<file path="config.mk">
export PLATFORM = sky130hd
export DESIGN_NAME = configurable_2mode_deserializer
export DESIGN_NICKNAME = d
export VERILOG_FILES = /design/src/rtl/deser_pkg.sv /design/src/rtl/deser_bit_counter.sv /design/src/rtl/configurable_2mode_deserializer.sv
export SDC_FILE = /design/constraint.sdc
export NUM_CORES = 1
export LEC_CHECK = 0
export BUFFER_PORTS_ARGS = -buffer_cell sky130_fd_sc_hd__buf_2
export CAP_MARGIN = 20
export CORE_MARGIN = 2
export CORE_UTILIZATION = 30
export CTS_CLUSTER_SIZE = 16
export DETAILED_ROUTE_END_ITERATION = 7
export PLACE_DENSITY = 0.53
export SYNTH_ARGS = -nofsm -noshare
export SYNTH_HDL_FRONTEND = slang
export SYNTH_HIERARCHICAL = 1
export SYNTH_SLANG_ARGS = --single-unit
export TNS_END_PERCENT = 5
</file>
<file path="constraint.sdc">
create_clock -name clk -period 2.9 [get_ports clk]
set_input_delay 0.29 -clock clk [delete_from_list [all_inputs] [get_ports clk]]
set_output_delay 0.29 -clock clk [all_outputs]
set_load 0.1 [all_outputs]
</file>
<file path="src/rtl/deser_pkg.sv">
// Shared definitions for the configurable 1-lane/2-lane serial frame receiver:
// lane-mode codes, FSM state encoding and a small mode decode helper.
package deser_pkg;

    localparam logic [1:0] MODE_OFF = 2'b00;
    localparam logic [1:0] MODE_SL0 = 2'b01;
    localparam logic [1:0] MODE_SL1 = 2'b10;
    localparam logic [1:0] MODE_DL  = 2'b11;

    typedef enum logic [1:0] {
        ST_IDLE = 2'b00,
        ST_RECV = 2'b01,
        ST_HOLD = 2'b10
    } state_t;

    function automatic logic is_dual(input logic [1:0] mode);
        return (mode == MODE_DL);
    endfunction

endpackage

</file>
<file path="src/rtl/deser_bit_counter.sv">
// Bit counter for one frame: steps by 1 or 2, flags the last beat of a frame
// and returns to zero on its own when that beat is consumed.
module deser_bit_counter
    import deser_pkg::*;
#(
    parameter int FRAME_SIZE = 40,
    parameter int CNT_WIDTH  = 6
) (
    input  logic                 clk,
    input  logic                 rst_n,
    input  logic                 clr,
    input  logic                 en,
    input  logic                 dual,
    output logic [CNT_WIDTH-1:0] cnt,
    output logic                 precise_end,
    output logic                 overflow_end
);

    localparam logic [CNT_WIDTH-1:0] LAST_SINGLE = CNT_WIDTH'(FRAME_SIZE - 1);
    localparam logic [CNT_WIDTH-1:0] LAST_DUAL   = CNT_WIDTH'(FRAME_SIZE - 2);

    logic [CNT_WIDTH-1:0] cnt_r;
    logic [CNT_WIDTH-1:0] step_s;

    // End-of-frame decode; overflow_end is only reachable with an odd frame size.
    always_comb begin
        step_s       = dual ? CNT_WIDTH'(2) : CNT_WIDTH'(1);
        precise_end  = dual ? (cnt_r == LAST_DUAL) : (cnt_r == LAST_SINGLE);
        overflow_end = dual && (cnt_r == LAST_SINGLE);
    end

    // Counter register.
    always_ff @(posedge clk or negedge rst_n) begin
        if (!rst_n) begin
            cnt_r <= '0;
        end else if (clr) begin
            cnt_r <= '0;
        end else if (en) begin
            if (precise_end || overflow_end) begin
                cnt_r <= '0;
            end else begin
                cnt_r <= cnt_r + step_s;
            end
        end else begin
            cnt_r <= cnt_r;
        end
    end

    assign cnt = cnt_r;

endmodule

</file>
<file path="src/rtl/configurable_2mode_deserializer.sv">
// Serial-to-parallel frame receiver, 1 or 2 bits per cycle MSB first,
// presenting each completed frame through a valid/ready handshake.
module configurable_2mode_deserializer
    import deser_pkg::*;
#(
    parameter int FRAME_SIZE = 40,
    parameter int CNT_WIDTH  = 6
) (
    input  logic                  clk,
    input  logic                  rst_n,
    input  logic [1:0]            mode_i,
    input  logic                  start_i,
    input  logic [1:0]            sd_i,
    input  logic                  frame_rdy_i,
    output logic [FRAME_SIZE-1:0] frame_o,
    output logic                  frame_vld_o,
    output logic                  busy_o,
    output logic [CNT_WIDTH-1:0]  cnt_o
);

    state_t                state_r;
    logic [1:0]            mode_r;
    logic [FRAME_SIZE-1:0] shift_r;
    logic [FRAME_SIZE-1:0] frame_r;
    logic                  vld_r;

    logic                  start_ok_s;
    logic                  handshake_s;
    logic                  dual_s;
    logic                  lane_bit_s;
    logic                  cnt_clr_s;
    logic                  cnt_en_s;
    logic                  precise_end_s;
    logic                  overflow_end_s;
    logic                  end_s;
    logic [FRAME_SIZE+1:0] wide_dual_s;
    logic [FRAME_SIZE:0]   wide_one_s;
    logic [FRAME_SIZE-1:0] shift_next_s;

    // Control decode and next shift value; the overflow beat reuses the single-bit path on sd_i[1].
    always_comb begin
        start_ok_s   = start_i && (mode_i != MODE_OFF);
        handshake_s  = vld_r && frame_rdy_i;
        dual_s       = is_dual(mode_r);
        lane_bit_s   = (mode_r == MODE_SL0) ? sd_i[0] : sd_i[1];
        cnt_en_s     = (state_r == ST_RECV);
        cnt_clr_s    = start_ok_s && (state_r != ST_RECV);
        end_s        = precise_end_s || overflow_end_s;
        wide_dual_s  = {shift_r, sd_i};
        wide_one_s   = {shift_r, lane_bit_s};
        shift_next_s = (dual_s && !overflow_end_s) ? wide_dual_s[FRAME_SIZE-1:0]
                                                   : wide_one_s[FRAME_SIZE-1:0];
    end

    deser_bit_counter #(
        .FRAME_SIZE (FRAME_SIZE),
        .CNT_WIDTH  (CNT_WIDTH)
    ) u_bit_counter (
        .clk          (clk),
        .rst_n        (rst_n),
        .clr          (cnt_clr_s),
        .en           (cnt_en_s),
        .dual         (dual_s),
        .cnt          (cnt_o),
        .precise_end  (precise_end_s),
        .overflow_end (overflow_end_s)
    );

    // Receive FSM with shift register and registered frame/valid outputs.
    always_ff @(posedge clk or negedge rst_n) begin
        if (!rst_n) begin
            state_r <= ST_IDLE;
            mode_r  <= MODE_OFF;
            shift_r <= '0;
            frame_r <= '0;
            vld_r   <= 1'b0;
        end else begin
            case (state_r)
                ST_IDLE: begin
                    if (start_ok_s) begin
                        mode_r  <= mode_i;
                        state_r <= ST_RECV;
                    end else begin
                        state_r <= ST_IDLE;
                    end
                end
                ST_RECV: begin
                    shift_r <= shift_next_s;
                    if (end_s) begin
                        frame_r <= shift_next_s;
                        vld_r   <= 1'b1;
                        state_r <= ST_HOLD;
                    end else begin
                        state_r <= ST_RECV;
                    end
                end
                ST_HOLD: begin
                    if (handshake_s) begin
                        vld_r <= 1'b0;
                        if (start_ok_s) begin
                            mode_r  <= mode_i;
                            state_r <= ST_RECV;
                        end else begin
                            state_r <= ST_IDLE;
                        end
                    end else begin
                        state_r <= ST_HOLD;
                    end
                end
                default: begin
                    state_r <= ST_IDLE;
                    vld_r   <= 1'b0;
                end
            endcase
        end
    end

    assign frame_o     = frame_r;
    assign frame_vld_o = vld_r;
    assign busy_o      = (state_r != ST_IDLE);

endmodule
</file>
=== After elaboration in Yosys (flattened, before gate mapping) ===
Cells that the tools add are included.

* Register bits: 90
* Input bits: 8
* Output and inout bits: 48
* Logic and storage cells: 49

* Add/sub/neg operators: 1
* Equal/unequal tests: 9
* Multiplexer cells: 17
* Bitwise gates (word level): 1
* Reduce and logical (&&, ||, !) cells: 15

{| class="wikitable"
|+ Operators with widths
! cell !! count
|-
| 40-bit 2-to-1 mux || 1
|-
| 6-bit 2-to-1 mux || 3
|-
| 6-bit equality test (second input constant) || 2
|-
| 2-bit 2-to-1 mux || 5
|-
| 2-bit nonzero test || 4
|-
| 6-bit adder || 1
|-
| 2-bit one-hot mux with 3 select lines || 1
|-
| 1-bit logical AND || 5
|-
| 1-bit 2-to-1 mux || 5
|-
| 2-bit by 1-bit equality test with 1-bit output (second input constant) || 2
|-
| 2-bit equality test (second input constant) || 2
|-
| 2-bit by 1-bit != test with 1-bit output (second input constant) || 2
|-
| 2-bit one-hot mux with 2 select lines || 1
|-
| 2-bit AND reduction || 2
|-
| 1-bit one-hot mux with 3 select lines || 1
|-
| 3-bit AND reduction || 1
|-
| 2-bit zero test || 1
|-
| 2-bit != test (second input constant) || 1
|-
| 1-bit zero test || 1
|-
| 1-bit logical OR || 1
|-
| 1-bit inverter || 1
|}

=== Logic depth before layout (Yosys ltp) ===
* Word-level depth: 6
* Mapped depth: 9
* Gate-level depth less buffers: 7

=== Modules after synthesis ===
Netlist, hierarchy kept.

{| class="wikitable"
|+ Modules (own cells, without submodules)
! module !! instances !! cells each !! area an instance (sq um) !! sequential area each (sq um)
|-
| configurable_2mode_deserializer || 1 || 330 || 3568.4 || 2102.0
|-
| deser_bit_counter || 1 || 42 || 381.6 || 150.1
|}

=== Worst setup path after synthesis ===
OpenSTA, ideal clock, no wires.

* Path kind: reg-to-reg
* From: register u_bit_counter.cnt_r[1] (netlist: u_bit_counter/cnt[1])
* To: register shift_r[1]
* Library setup time: 130 ps
* Arrival: 2566 ps
* Data required time: 2770 ps
* Setup slack: 204 ps
* Stages on the path, launching flop included: 10
* Buffers on the path: 3
* Clock period less this slack: 2696 ps
* Cells stage by stage: dfrtp_1 > nand4bb_1 > or2_2 > nor2_1 > and3b_1 > buf_6 > buf_8 > buf_12 > mux2i_1 > a21oi_1

* Cells in the longest elaborated chain, start to end: 5

{| class="wikitable"
|+ Ends and longest elaborated chain
! what !! RTL line !! text
|-
| start, declared || deser_bit_counter.sv:22 || <nowiki>logic [CNT_WIDTH-1:0] cnt_r;</nowiki>
|-
| start signal, assigned || deser_bit_counter.sv:42 || <nowiki>cnt_r <= cnt_r + step_s;</nowiki>
|-
| start signal, assigned || deser_bit_counter.sv:45 || <nowiki>cnt_r <= cnt_r;</nowiki>
|-
| 6-bit equality test || deser_bit_counter.sv:29 || <nowiki>overflow_end = dual && (cnt_r == LAST_SINGLE);</nowiki>
|-
| 1-bit logical AND || deser_bit_counter.sv:29 ||
|-
| net overflow_end_s || configurable_2mode_deserializer.sv:34 || <nowiki>logic overflow_end_s;</nowiki>
|-
| 1-bit zero test || configurable_2mode_deserializer.sv:51 || <nowiki>shift_next_s = (dual_s && !overflow_end_s) ? wide_dual_s[FRAME_SIZE-1:0]</nowiki>
|-
| 1-bit logical AND || configurable_2mode_deserializer.sv:51 ||
|-
| 40-bit 2-to-1 mux || configurable_2mode_deserializer.sv:51 ||
|-
| end signal, assigned || configurable_2mode_deserializer.sv:88 || <nowiki>shift_r <= shift_next_s;</nowiki>
|-
| end, declared || configurable_2mode_deserializer.sv:23 || <nowiki>logic [FRAME_SIZE-1:0] shift_r;</nowiki>
|}

The timed path passes the listed nets, and every way through them passes these cells.
A chain may end at the register's enable or synchronous reset.

=== Worst setup path in the final report ===
* From: register u_bit_counter.cnt_r[3] (netlist: u_bit_counter/cnt[3])
* To: register frame_r[36] (netlist: frame_o[36])

* Cells in the longest elaborated chain, start to end: 5
* Elaborated cells between the ends (all ways): 9
* Classes of those cells: 2 x eq/ne; 2 x mux; 5 x reduce/logical

{| class="wikitable"
|+ Ends and longest elaborated chain
! what !! RTL line !! text
|-
| 6-bit equality test (*) || deser_bit_counter.sv:29 ||
|-
| 1-bit logical AND (*) || deser_bit_counter.sv:29 ||
|-
| net overflow_end_s || configurable_2mode_deserializer.sv:34 ||
|-
| 1-bit zero test || configurable_2mode_deserializer.sv:51 ||
|-
| 1-bit logical AND || configurable_2mode_deserializer.sv:51 ||
|-
| 40-bit 2-to-1 mux || configurable_2mode_deserializer.sv:51 ||
|-
| end signal, assigned || configurable_2mode_deserializer.sv:90 || <nowiki>frame_r <= shift_next_s;</nowiki>
|-
| end, declared || configurable_2mode_deserializer.sv:24 || <nowiki>logic [FRAME_SIZE-1:0] frame_r;</nowiki>
|}

Mark *: on every way through the listed nets, which the timed path passes. The rest lies on a longest branch.

==> run summary <==
Outcome -> completed
Drt pass-1 iters -> 6
Syn_nets -> 383
ANT cells -> 0
Power Density -> 1240 mW/mm²
Die X -> 119 µm
Port Buf Inserts -> 55
Setup Crit Path Kind -> reg -> reg
Drt wl/cell -> 14.5 µm
Fill cell count -> 1315
Pre-CTS setup slack -> 0.693 ns
Vias/cell -> 4.76
Post-synthesis cell type count -> 34
Number of core rows -> 41
F_max -> 444 MHz
Worst skew pair latency -> 0.34 ns
Clock Pin Slew Worst Setup and Hold Paths -> 0.06 ns
Synthesized area -> 0.00395 mm²
Tightest Pin Transition -> 0.659 ns
Routed vias -> 2835
Routed Antenna Nets -> 0
# placed instances -> 578
Area Growth Syn to Fin -> 18.1%
Dpl hpwl -> 5.41 mm
Slew margin rel. -> 56.0%
Clk buf depth -> 2
Core Area -> 0.0127 mm²
Final setup violation count -> 0
Final worst-path setup slack -> 0.646 ns
Max incr delay on CP -> 0.42 ns
Die Y -> 119 µm
Final count of pins violating max slew -> 0
Clock sink count -> 90
TritonCTS Buffers -> 9
Worst-path fanout max -> 39
Max Cap Violations -> 0
Worst hold path type -> in -> reg
RSZ-0062 raised after global routing -> false
Post-CTS Setup Inserts -> 0
Crit-path cells -> nand4bb_1 > or2_2 > nor2_1 > and3b_2 > buf_12 > mux2i_1 > a21oi_1
Hold path depth -> 2
CP startpoint kind -> register
Drc violations -> 0
Yosys warning count -> 6
Num ports -> 56
First-pass GRT wire length -> 14.6 mm
Total gr overflow -> 0
Initial drt markers -> 123
Fin cells -> 595
Syn avg cell area -> 10.6 µm²
Setup tns final -> 0 ns
Root buf cell -> clkbuf_16
Worst ir drop on vdd -> 547 µV
Leakage power -> 2.08 nW
Mapped Cells -> 372
Die area -> 0.0141 mm²
Initial Util -> 31.0%
CTS tree -> built
Worst clock skew -> 0.00589 ns
Worst path arrival time -> 2.46 ns
Worst Path Required -> 3.11 ns
#FFs+latches synth -> 90
Initial antenna violation count -> 0
Worst r2r path cells -> 7
DRT Wirelength -> 8.62 mm
Nets -> 429
GPL Wtd Cong -> 0.794
Period minus WS final -> 2.25 ns
Slowest cell on crit path -> dfrtp_1
Hold Vio Cnt, Final -> 0
Total track usage -> 13.0%
H-tree levels -> 3
Total power -> 0.00580 W
Post-synthesis sequential area ratio -> 57.0%
Vias in the first global route -> 2837
Tcrit/Tclk final -> 77.7%
Setup crit end kind -> register
Worst hold slack -> 0.192 ns
Largest net degree at the start of global routing -> 53
Layout cells sized above 1 -> 19.1%
path summary, 6_finish.rpt:
path / to / slack (ns) / start
hold / removal: mode_r[0] / 0.19 / mode_i[0]
max in group asynchronous: shift_r[24] / 1.75 / rst_n
min in group asynchronous: mode_r[1] / 0.47 / rst_n
hold reg to reg: frame_o[19] / 0.52 / frame_o[19]
setup / recovery: frame_o[36] / 0.65 / u_bit_counter/cnt[3]
setup reg to reg: frame_o[36] / 0.65 / u_bit_counter/cnt[3]
flip-flops by register name, summed over array words and instances (netlist names):
name,cells
frame_o,40
frame_vld_o,1
mode_r,2
shift_r,39
state_r,2
u_bit_counter/cnt,6
cell usage after synthesis:
cell type	n	area (µm²)
a21oi_1	125	626
dfrtp_1	90	2250
nor2_1	45	169
mux2i_1	40	400
buf_2	10	50.1
clkbuf_1	9	33.8
buf_6	5	56.3
inv_1	5	18.8
nand2_1	5	18.8
o21ai_0	4	20.0
buf_4	3	22.5
a21o_1	2	15.0
and2_1	2	12.5
ha_1	2	25.0
mux2_2	2	22.5
o211ai_1	2	15.0
o31ai_1	2	15.0
or2_2	2	12.5
xor2_1	2	17.5
a211oi_1	1	7.51
a21boi_0	1	7.51
and3b_1	1	8.76
buf_12	1	20.0
buf_8	1	15.0
fa_1	1	20.0
nand4bb_1	1	11.3
nor2b_1	1	6.26
o2111ai_1	1	8.76
o21ai_1	1	5.00
o22a_1	1	8.76
or2_1	1	6.26
or3_1	1	6.26
or4_1	1	7.51
xnor2_1	1	8.76
metal layers:
| metal | part of all wire, % | up-vias | global-route usage (%) |
|---|---|---|---|
| met5 | 0 | - | 0 |
| met4 | 2.2 | 0 | 6.92 |
| met3 | 3.4 | 10 | 2.99 |
| met2 | 47 | 44 | 19.6 |
| met1 | 48 | 1376 | 17.3 |
| li1 | - | 1405 | - |
cells in the final DEF (no fill, tap or decap), types with 2 or more instances in the layout:
cell       netlist  final
or2_2            2      2
buf_2           10     54
a21oi_1        125    125
o21ai_0          4      4
inv_1            5      5
o211ai_1         2      2
xor2_1           2      2
nor2_1          45     45
clkbuf_1         9      4
bufinv_16        0      2
and2_1           2      2
mux2_2           2      2
mux2i_1         40     40
buf_4            3      7
buf_12           1      2
clkbuf_16        0      9
dfrtp_1         90     90
ha_1             2      2
nand2_1          5      5
a21o_1           2      2
o31ai_1          2      2
cell type report:
cell class / instances / area (µm²) / area share (%)
Timing Repair Buffer: 64 / 373 / 8.00
Clock buffer: 14 / 254 / 5.45
Multi-Input combinational cell: 248 / 1490 / 32.0
Sequential cell: 90 / 2250 / 48.3
Clock inverter: 2 / 60.1 / 1.29
Tap cell: 172 / 215 / 4.61
Inverter: 5 / 18.8 / 0.402
critical path: cells and delay by family, from the launching register on:
kind            cells  cell delay (ns)
mux                 1             0.29
flops               1             0.42
compound gates      1             0.11
buf+inv             1             0.19
simple gates        4             1.07
stage by stage:
step,cell area [µm²],utilization (%)
CTS,4660,36.7
detailed placement,4340,34.1
finish,4660,36.7
floorplan,3950,-
global placement,4340,34.1
global route,4660,36.7
power breakdown:
part / internal, W / leakage (nW) / switching [W] / total (W)
logic: 0.000687 / 0.854 / 0.00191 / 0.00260
registers: 0.00166 / 1.07 / 0.000298 / 0.00196
clock network: 0.000780 / 0.151 / 0.000467 / 0.00125
repair_timing:
action                    in CTS  in global routing
hold buffers                   1                  0
resized for setup              0                  0
hold endpoints to repair      41                  0
logic make-up (layout without fill, tap and decap cells):
| logic type | after synthesis | count (layout) | share of synthesized area [%] |
|---|---|---|---|
| AO/OA/AOI/OAI | 140 | 140 | 18.4 |
| flip-flops | 90 | 90 | 57.0 |
| AND/OR/NAND/NOR | 60 | 60 | 6.56 |
| multiplexers | 42 | 42 | 10.7 |
| buffers and inverters | 34 | 85 | 5.48 |
| adder cells (fa/ha/maj) | 3 | 3 | 1.14 |
| XOR/XNOR | 3 | 3 | 0.665 |
Note: power is estimated with default switching activity, not from simulation.
